[src/rtl/mem_arbiter_if.sv]
// mem_arbiter_if: fetch, load/store and memory port signals of the arbiter, grouped with arbiter/environment views
interface mem_arbiter_if #(
  parameter int ADDR_W = 64,
  parameter int DATA_W = 64
);
  logic              if_req_valid;
  logic [ADDR_W-1:0] if_req_addr;
  logic              if_req_ready;
  logic              if_resp_valid;
  logic [DATA_W-1:0] if_resp_data;
  logic                ls_req_valid;
  logic [ADDR_W-1:0]   ls_req_addr;
  logic                ls_req_wen;
  logic [DATA_W-1:0]   ls_req_wdata;
  logic [DATA_W/8-1:0] ls_req_wmask;
  logic                ls_req_ready;
  logic                ls_resp_valid;
  logic [DATA_W-1:0]   ls_resp_rdata;
  logic                mem_req_valid;
  logic [ADDR_W-1:0]   mem_req_addr;
  logic                mem_req_wen;
  logic [DATA_W-1:0]   mem_req_wdata;
  logic [DATA_W/8-1:0] mem_req_wmask;
  logic                mem_req_ready;
  logic                mem_resp_valid;
  logic [DATA_W-1:0]   mem_resp_rdata;
  logic                busy;
  modport master (
    input  if_req_valid, if_req_addr,
    output if_req_ready, if_resp_valid, if_resp_data,
    input  ls_req_valid, ls_req_addr, ls_req_wen, ls_req_wdata, ls_req_wmask,
    output ls_req_ready, ls_resp_valid, ls_resp_rdata,
    output mem_req_valid, mem_req_addr, mem_req_wen, mem_req_wdata, mem_req_wmask,
    input  mem_req_ready, mem_resp_valid, mem_resp_rdata,
    output busy
  );
  modport slave (
    output if_req_valid, if_req_addr,
    input  if_req_ready, if_resp_valid, if_resp_data,
    output ls_req_valid, ls_req_addr, ls_req_wen, ls_req_wdata, ls_req_wmask,
    input  ls_req_ready, ls_resp_valid, ls_resp_rdata,
    input  mem_req_valid, mem_req_addr, mem_req_wen, mem_req_wdata, mem_req_wmask,
    output mem_req_ready, mem_resp_valid, mem_resp_rdata,
    input  busy
  );
endinterface

[src/rtl/mem_arbiter.sv]
// mem_arbiter: round-robin arbiter sharing one memory port between fetch and load/store, one transaction outstanding
module mem_arbiter #(
  parameter int ADDR_W = 64,
  parameter int DATA_W = 64
) (
  input  logic clk,
  input  logic rst,
  mem_arbiter_if.master bus
);
  typedef enum logic [1:0] {IDLE, REQ, WAIT} state_t;
  state_t state, state_nx;
  logic last_ls, owner_ls, gnt_if, gnt_ls;
  logic [ADDR_W-1:0] addr;
  logic wen;
  logic [DATA_W-1:0] wdata;
  logic [DATA_W/8-1:0] wmask;
  always_ff @(posedge clk or posedge rst) begin
    if (rst) begin
      state    <= IDLE;
      last_ls  <= 1'b1;
      owner_ls <= 1'b0;
      addr     <= '0;
      wen      <= 1'b0;
      wdata    <= '0;
      wmask    <= '0;
    end else begin
      state <= state_nx;
      if (gnt_if || gnt_ls) begin
        last_ls  <= gnt_ls;
        owner_ls <= gnt_ls;
        addr     <= gnt_ls ? bus.ls_req_addr : bus.if_req_addr;
        wen      <= gnt_ls & bus.ls_req_wen;
        wdata    <= gnt_ls ? bus.ls_req_wdata : '0;
        wmask    <= gnt_ls ? bus.ls_req_wmask : '0;
      end
    end
  end
  // a tie goes to whichever requester did not win the previous grant
  always_comb begin
    gnt_if   = !rst && state == IDLE && bus.if_req_valid && (!bus.ls_req_valid || last_ls);
    gnt_ls   = !rst && state == IDLE && bus.ls_req_valid && (!bus.if_req_valid || !last_ls);
    state_nx = state == IDLE ? ((gnt_if || gnt_ls) ? REQ : IDLE) :
               state == REQ  ? (bus.mem_req_ready ? WAIT : REQ) :
                               (bus.mem_resp_valid ? IDLE : WAIT);
  end
  always_comb begin
    bus.if_req_ready  = gnt_if;
    bus.ls_req_ready  = gnt_ls;
    bus.mem_req_valid = state == REQ;
    bus.mem_req_addr  = addr;
    bus.mem_req_wen   = wen;
    bus.mem_req_wdata = wdata;
    bus.mem_req_wmask = wmask;
    bus.if_resp_valid = state == WAIT && bus.mem_resp_valid && !owner_ls;
    bus.ls_resp_valid = state == WAIT && bus.mem_resp_valid && owner_ls;
    bus.if_resp_data  = (state == WAIT && !owner_ls) ? bus.mem_resp_rdata : '0;
    bus.ls_resp_rdata = (state == WAIT && owner_ls) ? bus.mem_resp_rdata : '0;
    bus.busy          = state != IDLE;
  end
endmodule

[src/flat_wrapper.sv]
// flat-port wrapper written by rule: the top's interface ports become plain ports
module mem_arbiter_flat 
#(
  parameter int ADDR_W = 64,
  parameter int DATA_W = 64
)
  (clk, rst, bus_if_req_valid, bus_if_req_addr, bus_if_req_ready, bus_if_resp_valid, bus_if_resp_data, bus_ls_req_valid, bus_ls_req_addr, bus_ls_req_wen, bus_ls_req_wdata, bus_ls_req_wmask, bus_ls_req_ready, bus_ls_resp_valid, bus_ls_resp_rdata, bus_mem_req_valid, bus_mem_req_addr, bus_mem_req_wen, bus_mem_req_wdata, bus_mem_req_wmask, bus_mem_req_ready, bus_mem_resp_valid, bus_mem_resp_rdata, bus_busy);
  mem_arbiter_if #(.ADDR_W(ADDR_W), .DATA_W(DATA_W)) bus_i ();
  input  logic clk;
  input  logic rst;
  input wire logic [$bits(bus_i.if_req_valid)-1:0] bus_if_req_valid;
  input wire logic [$bits(bus_i.if_req_addr)-1:0] bus_if_req_addr;
  output wire logic [$bits(bus_i.if_req_ready)-1:0] bus_if_req_ready;
  output wire logic [$bits(bus_i.if_resp_valid)-1:0] bus_if_resp_valid;
  output wire logic [$bits(bus_i.if_resp_data)-1:0] bus_if_resp_data;
  input wire logic [$bits(bus_i.ls_req_valid)-1:0] bus_ls_req_valid;
  input wire logic [$bits(bus_i.ls_req_addr)-1:0] bus_ls_req_addr;
  input wire logic [$bits(bus_i.ls_req_wen)-1:0] bus_ls_req_wen;
  input wire logic [$bits(bus_i.ls_req_wdata)-1:0] bus_ls_req_wdata;
  input wire logic [$bits(bus_i.ls_req_wmask)-1:0] bus_ls_req_wmask;
  output wire logic [$bits(bus_i.ls_req_ready)-1:0] bus_ls_req_ready;
  output wire logic [$bits(bus_i.ls_resp_valid)-1:0] bus_ls_resp_valid;
  output wire logic [$bits(bus_i.ls_resp_rdata)-1:0] bus_ls_resp_rdata;
  output wire logic [$bits(bus_i.mem_req_valid)-1:0] bus_mem_req_valid;
  output wire logic [$bits(bus_i.mem_req_addr)-1:0] bus_mem_req_addr;
  output wire logic [$bits(bus_i.mem_req_wen)-1:0] bus_mem_req_wen;
  output wire logic [$bits(bus_i.mem_req_wdata)-1:0] bus_mem_req_wdata;
  output wire logic [$bits(bus_i.mem_req_wmask)-1:0] bus_mem_req_wmask;
  input wire logic [$bits(bus_i.mem_req_ready)-1:0] bus_mem_req_ready;
  input wire logic [$bits(bus_i.mem_resp_valid)-1:0] bus_mem_resp_valid;
  input wire logic [$bits(bus_i.mem_resp_rdata)-1:0] bus_mem_resp_rdata;
  output wire logic [$bits(bus_i.busy)-1:0] bus_busy;
  assign bus_i.if_req_valid = bus_if_req_valid;
  assign bus_i.if_req_addr = bus_if_req_addr;
  assign bus_if_req_ready = bus_i.if_req_ready;
  assign bus_if_resp_valid = bus_i.if_resp_valid;
  assign bus_if_resp_data = bus_i.if_resp_data;
  assign bus_i.ls_req_valid = bus_ls_req_valid;
  assign bus_i.ls_req_addr = bus_ls_req_addr;
  assign bus_i.ls_req_wen = bus_ls_req_wen;
  assign bus_i.ls_req_wdata = bus_ls_req_wdata;
  assign bus_i.ls_req_wmask = bus_ls_req_wmask;
  assign bus_ls_req_ready = bus_i.ls_req_ready;
  assign bus_ls_resp_valid = bus_i.ls_resp_valid;
  assign bus_ls_resp_rdata = bus_i.ls_resp_rdata;
  assign bus_mem_req_valid = bus_i.mem_req_valid;
  assign bus_mem_req_addr = bus_i.mem_req_addr;
  assign bus_mem_req_wen = bus_i.mem_req_wen;
  assign bus_mem_req_wdata = bus_i.mem_req_wdata;
  assign bus_mem_req_wmask = bus_i.mem_req_wmask;
  assign bus_i.mem_req_ready = bus_mem_req_ready;
  assign bus_i.mem_resp_valid = bus_mem_resp_valid;
  assign bus_i.mem_resp_rdata = bus_mem_resp_rdata;
  assign bus_busy = bus_i.busy;
  mem_arbiter #(.ADDR_W(ADDR_W), .DATA_W(DATA_W)) u_core (.clk(clk), .rst(rst), .bus(bus_i));
endmodule
[config.mk]
export PLATFORM = sky130hd
export DESIGN_NAME = mem_arbiter_flat
export DESIGN_NICKNAME = d
export VERILOG_FILES = /design/src/rtl/mem_arbiter_if.sv /design/src/rtl/mem_arbiter.sv /design/src/flat_wrapper.sv
export SDC_FILE = /design/constraint.sdc
export NUM_CORES = 1
export LEC_CHECK = 0
export BUFFER_PORTS_ARGS = -buffer_cell sky130_fd_sc_hd__buf_2
export CAP_MARGIN = 30
export CORE_AREA = 2 2 212 214
export DETAILED_ROUTE_END_ITERATION = 6
export DIE_AREA = 0 0 214 216
export PLACE_DENSITY = 0.39
export SLEW_MARGIN = 5
export SYNTH_ARGS = -nofsm -noshare
export SYNTH_HDL_FRONTEND = slang
export SYNTH_SLANG_ARGS = --single-unit
[constraint.sdc]
create_clock -name clk -period 4.1 [get_ports clk]
set_input_delay 0.41 -clock clk [delete_from_list [all_inputs] [get_ports clk]]
set_output_delay 0.41 -clock clk [all_outputs]
set_load 0.02 [all_outputs]
==> results.md, run 1 <==
- Status: finished, final reports clean
- Drt first-iter violations: 526
- Share of cells above drive strength 1: 49.4%
- Simple-gate share of the synthesized area: 17.8%
- Initial Utilization: 15.6%
- Unrepaired setup endpoints after global routing: no
- FF-to-FF setup slack: 1.61 ns
- Crit end category: primary output
- Final period util: 76.2%
- Layout Nets: 1467
- Most common cell after layout, fill and taps aside: buf_2
- Slew @ Worst Pin: 0.895 ns
- Max-cap viol count: 0
- Initial antenna violation count: 20
- Final WS setup: 0.978 ns
- Rows: 77
- XOR/XNOR Fraction of Synth Area: 0%
- First-pass GRT wire length: 52600 um
- FF+latch count, synth: 141
- Cell variety after synth: 24
- DRT Pass-1 Iters: 7
- Die area: 0.0462 mm2
- Drc violations: 0
- Largest net degree at the start of global routing: 95
- WL final: 36800 um
- All-Layer GR Usage: 15.3%
- Sequential share of the synthesized area: 51.5%
- Area growth, synth to finish: 56.2%
- Final Setup Violations: 0
- # H-tree levels: 4
- Critical Path Start Type: input pin
- Tmin final: 3.12 ns
- DP HPWL: 27200 um
- Fin. max-slew vios: 0
- Final setup TNS: 0 ns
- Detailed-route via count: 7723
- Place WS: 1.49 ns
- Synth warn: 0
- Mapped Cells: 701
- Die height: 216 um
- PortBufs: 541
- CTS buffer count: 17
- Width of the die: 214 um
- Synthesized area: 0.00685 mm2
- CTS tree: built
- CP required: 3.69 ns
- Grt total ovfl: 0
- Vias/cell: 4.28
- Register Area: 0.00353 mm2
- Layout Skew: 0.00707 ns
- LEAKAGE: 5.51 nW
- Critical Path AT: 2.71 ns
- Worst ir drop on vdd: 293 uV
- Hold Vio Cnt, Final: 0
- Footprint of the multi-input gates: 0.00297 mm2
- Syn_nets: 972
- Power per standard cell area: 701 mW/mm2
- Fmax: 320 MHz
- Crit Path Max Fanout: 65
- CTS clk-pin slew, worst paths: 0.07 ns
- Worst-Skew Late Latency: 0.44 ns
- Adder-cell share of the synthesized area: 0%
- Largest family of logic cells by synthesized area: compound AO/OA/AOI/OAI gates
- Placer congestion estimate: 0.843
- Clock Root Buffer: clkbuf_16
- Multiplexer share of the synthesized area: 0%
- Critical path class: input pin to primary output
- Hold crit path type: input pin to flip-flop
- Avg WL per Cell: 20.4 um
- Core area: 0.0438 mm2
- Remaining antenna violation count after routing: 0
- Number of global-route vias before repair: 7681
- Max transition margin: 40.3%
- Clk sinks: 141
- Avg Cell Area, Syn: 9.77 um2
- Most frequent cells in the layout: buf_2 (541), dfrtp_1 (140), and2_1 (130)
- Post-CTS Setup Inserts: 0
- CTS Buffer Depth: 2
- I/O pin total: 542
- Synth Area in Compound Gates: 25.2%
- Fill cells: 4845
-- report_power, final --
part / internal [mW] / leakage (nW) / switching [mW]
Clock: 0.864 / 0.277 / 0.686
Combinational: 1.22 / 3.53 / 2.32
Sequential: 2.04 / 1.70 / 0.367
Total: 4.12 / 5.51 / 3.38
-- flip-flops by register name, summed over array words and instances, names as in the netlist --
register	flops
u_core.bus.mem_req_wmask	8
u_core.owner_ls	1
u_core.state	2
u_core.last_ls	1
u_core.bus.mem_req_wdata	64
u_core.bus.mem_req_wen	1
u_core.bus.mem_req_addr	64
-- synthesized netlist by cell type --
master	instances	share of area (%)
dfrtp_1	140	51
and2_1	131	12
a22o_1	74	9.5
nand3_1	65	4.7
o21ai_0	65	4.7
a21oi_1	64	4.7
a31oi_1	64	5.8
clkbuf_1	48	2.6
buf_2	15	1.1
buf_1	10	0.55
buf_6	6	0.99
inv_1	4	0.22
a21o_1	2	0.22
nand2b_1	2	0.18
or2_2	2	0.18
a21bo_2	1	0.15
a21boi_0	1	0.11
and3b_1	1	0.13
dfstp_2	1	0.38
nand2_1	1	0.055
nor2_4	1	0.16
nor3_2	1	0.15
nor3b_1	1	0.11
or3_1	1	0.091
-- worst max-delay path, cell delays in order --
cell,delay [ns]
dlygate4sd3_1,0.56
buf_2,0.17
or3_2,0.41
buf_4,0.30
nor2_4,0.56
buf_2,0.27
-- repair_timing --
action	CTS	global route
resized for setup	0	0
hold buffers	1	0
hold endpoints to repair	6	0
-- stage by stage --
step | utilization, % | std cells | cell area, um2 | hold WS, ns | power, mW
CTS | 24.4 | 1801 | 10700 | 0.141 | 7.63
global placement | 23.0 | 1768 | 10100 | 0.430 | 6.02
floorplan | - | 701 | 6850 | 0.466 | 4.58
detailed placement | 23.0 | 1768 | 10100 | 0.431 | 6.01
global route | 24.4 | 1803 | 10700 | 0.146 | 7.96
finish | 24.4 | 1804 | 10700 | 0.181 | 7.49
-- cell families (layout without fill, tap and decap cells) --
| family | after synthesis | count (layout) |
|---|---|---|
| flip-flops | 141 | 141 |
| buffers and inverters | 83 | 591 |
| other | 0 | 3 |
| AND/OR/NAND/NOR | 206 | 206 |
| AO/OA/AOI/OAI | 271 | 271 |
-- cell type report --
| cell class | count | area share (%) |
|---|---|---|
| Multi-Input combinational cell | 477 | 27.8 |
| Inverter | 4 | 0.175 |
| Clock inverter | 13 | 1.23 |
| Tap cell | 592 | 6.93 |
| Clock buffer | 19 | 4.14 |
| Antenna cell | 3 | 0.0702 |
| Timing Repair Buffer | 555 | 26.7 |
| Sequential cell | 141 | 33.0 |
-- layer usage --
layer	up-vias	wire length, um	global-route usage (%)
met5	-	0	0
met4	0	740	4.73
met3	54	2190	3.72
met2	368	19700	28.2
met1	3780	14100	17.3
li1	3521	-	-
-- final timing paths --
kind | startpoint | endpoint | cells after the start
max in group asynchronous | rst | u_core.bus.mem_req_addr[24]$_DFFE_PP0P_ | 4
worst min-delay path | bus_ls_req_wdata[27] | u_core.bus.mem_req_wdata[27]$_DFFE_PP0P_ | 2
worst min register to register | u_core.bus.mem_req_wdata[51]$_DFFE_PP0P_ | u_core.bus.mem_req_wdata[51]$_DFFE_PP0P_ | 1
min in group asynchronous | rst | u_core.bus.mem_req_addr[57]$_DFFE_PP0P_ | 3
worst max-delay path | rst | bus_ls_req_ready | 6
worst max register to register | u_core.state[0]$_DFF_PP0_ | u_core.bus.mem_req_wdata[50]$_DFFE_PP0P_ | 5
(Power assumes the default switching activity.)
==> run 2, diff against run 1 <==
==> constraint.sdc (replaced) <==
create_clock -name clk -period 2.55 [get_ports clk]
set_input_delay 0.255 -clock clk [delete_from_list [all_inputs] [get_ports clk]]
set_output_delay 0.255 -clock clk [all_outputs]
set_load 0.02 [all_outputs]
==> run 2 against run 1 <==
Effect of this change:
- sequential share of layout area decreased by 1.8 points
- clock skew increased by 0.0057 ns
- utilization increased by 1.4 points
- worst setup slack got worse by 0.78 ns
- largest power group unchanged
- wire length increased by 1.3%
==> results.md, run 2 (same netlist as run 1, synthesis figures left out) <==
- Status: finished, final reports clean
- CTS clk-pin slew, worst paths: 0.06 ns (about the same)
- Avg WL per Cell: 20.0 um (-1.9%)
- Power per standard cell area: 1080 mW/mm2 (+54%)
- Number of global-route vias before repair: 8036 (+4.6%)
- Tmin final: 2.35 ns
- Layout Nets: 1523 (+3.8%)
- Most frequent cells in the layout: buf_2 (541), dfrtp_1 (140), and2_1 (130)
- Hold crit path type: input pin to flip-flop
- Most common cell after layout, fill and taps aside: buf_2
- All-Layer GR Usage: 15.6% (+0.28 points)
- Area growth, synth to finish: 65.1%
- Drc violations: 0 (unchanged)
- Clock Root Buffer: clkbuf_16
- Worst-Skew Late Latency: 0.45 ns (about the same)
- Width of the die: 214 um (unchanged)
- Critical path class: flip-flop to primary output
- Slew @ Worst Pin: 0.729 ns (-0.166 ns)
- Initial antenna violation count: 25 (+25%)
- Hold Vio Cnt, Final: 0 (unchanged)
- Largest net degree at the start of global routing: 75 (-21%)
- Drt first-iter violations: 697 (+33%)
- Crit end category: primary output
- Final period util: 92.1%
- Die area: 0.0462 mm2 (unchanged)
- Fmax: 426 MHz
- Critical Path Start Type: flip-flop
- I/O pin total: 542 (unchanged)
- Crit path max-delay family: simple AND/OR/NAND/NOR gates
- CTS buffer count: 17 (unchanged)
- Area post-placement: 0.0102 mm2 (+1.3%)
- Fill cells: 4849 (+0.083%)
- Hold Buf Count CTS: 49 (+48)
- Die height: 216 um (unchanged)
- Worst ir drop on vdd: 476 uV (+63%)
- CP required: 2.30 ns (-1.39 ns)
- LEAKAGE: 5.76 nW (+4.5%)
- Fin. max-slew vios: 0 (unchanged)
- PostCTS Resize Cnt: 0 (unchanged)
- Critical Path AT: 2.09 ns (-0.62 ns)
- DRT Pass-1 Iters: 4 (-3)
- Core area: 0.0438 mm2 (unchanged)
- Rows: 77 (unchanged)
- # H-tree levels: 4 (unchanged)
- Max transition margin: 51.4% (+11 points)
- Final setup TNS: 0 ns (unchanged)
- Vias/cell: 4.22 (-1.3%)
- DP HPWL: 27700 um (+2.0%)
- Post-CTS Setup Inserts: 0 (unchanged)
- Remaining antenna violation count after routing: 0 (unchanged)
- Cells traversed along the worst timing path: or3_2, nor2_4, buf_2
- CP max stage cell: or3_2
- PortBufs: 541 (unchanged)
- First-pass GRT wire length: 53600 um (+1.9%)
- CTS Buffer Depth: 2 (unchanged)
- Unrepaired setup endpoints after global routing: no
- Grt total ovfl: 0 (unchanged)
- WL final: 37200 um (+1.3%)
- CTS tree: built
- Detailed-route via count: 7871 (+1.9%)
- Worst path max stage delay: 0.54 ns (-0.02 ns)
- Post-route cell area: 0.0113 mm2 (+5.7%)
- Final Setup Violations: 0 (unchanged)
- FF-to-FF setup slack: 0.49 ns (-1.12 ns)
- Initial Utilization: 15.6% (unchanged)
- Placer congestion estimate: 0.815 (-3.3%)
- Layout Skew: 0.0128 ns (+0.00574 ns)
- Max-cap viol count: 0 (unchanged)
- CP Buf/Inv Count: 1 (-3)
- Crit Path Max Fanout: 14 (-78%)
- Share of cells above drive strength 1: 47.8% (-1.6 points)
- Clk sinks: 141 (unchanged)
[run 2: changes by cell type in the layout (fill, tap and decap cells not counted), sizes merged]
| cell | delta |
|---|---|
| diode | +4 |
| clkinv | -1 |
| dlygate4sd3 | +48 |
| inv | -3 |
| clkinvlp | +3 |
| buf | +8 |
[run 2: worst paths after layout]
| check | startpoint | endpoint | cells past startpoint |
|---|---|---|---|
| min reg2reg | u_core.bus.mem_req_wdata[0]$_DFFE_PP0P_ | u_core.bus.mem_req_wdata[0]$_DFFE_PP0P_ | 1 |
| min in group asynchronous | rst | u_core.bus.mem_req_wdata[37]$_DFFE_PP0P_ | 3 |
| min | bus_ls_req_wdata[40] | u_core.bus.mem_req_wdata[40]$_DFFE_PP0P_ | 2 |
| max reg2reg | u_core.state[0]$_DFF_PP0_ | u_core.bus.mem_req_wdata[50]$_DFFE_PP0P_ | 4 |
| max in group asynchronous | rst | u_core.bus.mem_req_addr[7]$_DFFE_PP0P_ | 4 |
| max | u_core.state[0]$_DFF_PP0_ | bus_ls_req_ready | 3 |
[run 2: per-stage QoR]
step	total power, mW	std cells	setup WS (ns)	hold slack [ns]	utilization, %
floorplan	7.36	701	0.533	0.363	-
global placement	9.74	1776	0.547	0.390	23.4
detailed placement	9.74	1776	0.484	0.381	23.4
CTS	12.4	1856	0.140	0.000168	25.7
global route	12.9	1862	0.123	0.00714	25.8
finish	12.2	1863	0.201	0.0383	25.8
[run 2: cell type report]
cell class	instances	area (um2)	share of cell area, %
multi-input combinational	477	2970	26.3
tap	592	741	6.55
timing repair buffer	611	3470	30.7
sequential	141	3530	31.2
clock buffer	19	443	3.92
inverter	4	18.8	0.166
antenna	7	17.5	0.155
clock inverter	12	115	1.02
[run 2: routing by layer]
layer / vias up / wire (um) / global-route usage [%] / share of wire, %
met2: 351 / 19400 / 27.8 / 52
met1: 3798 / 14500 / 17.5 / 39
li1: 3645 / - / - / -
met4: 8 / 1080 / 6.78 / 2.9
met3: 69 / 2190 / 4.10 / 5.9
met5: - / 59 / 0 / 0.16
[run 2: where the power goes]
part | internal [mW] | switching (mW) | leakage, nW
clock | 1.37 | 1.10 | 0.259
combinational | 2.08 | 3.74 | 3.79
sequential | 3.28 | 0.608 | 1.70
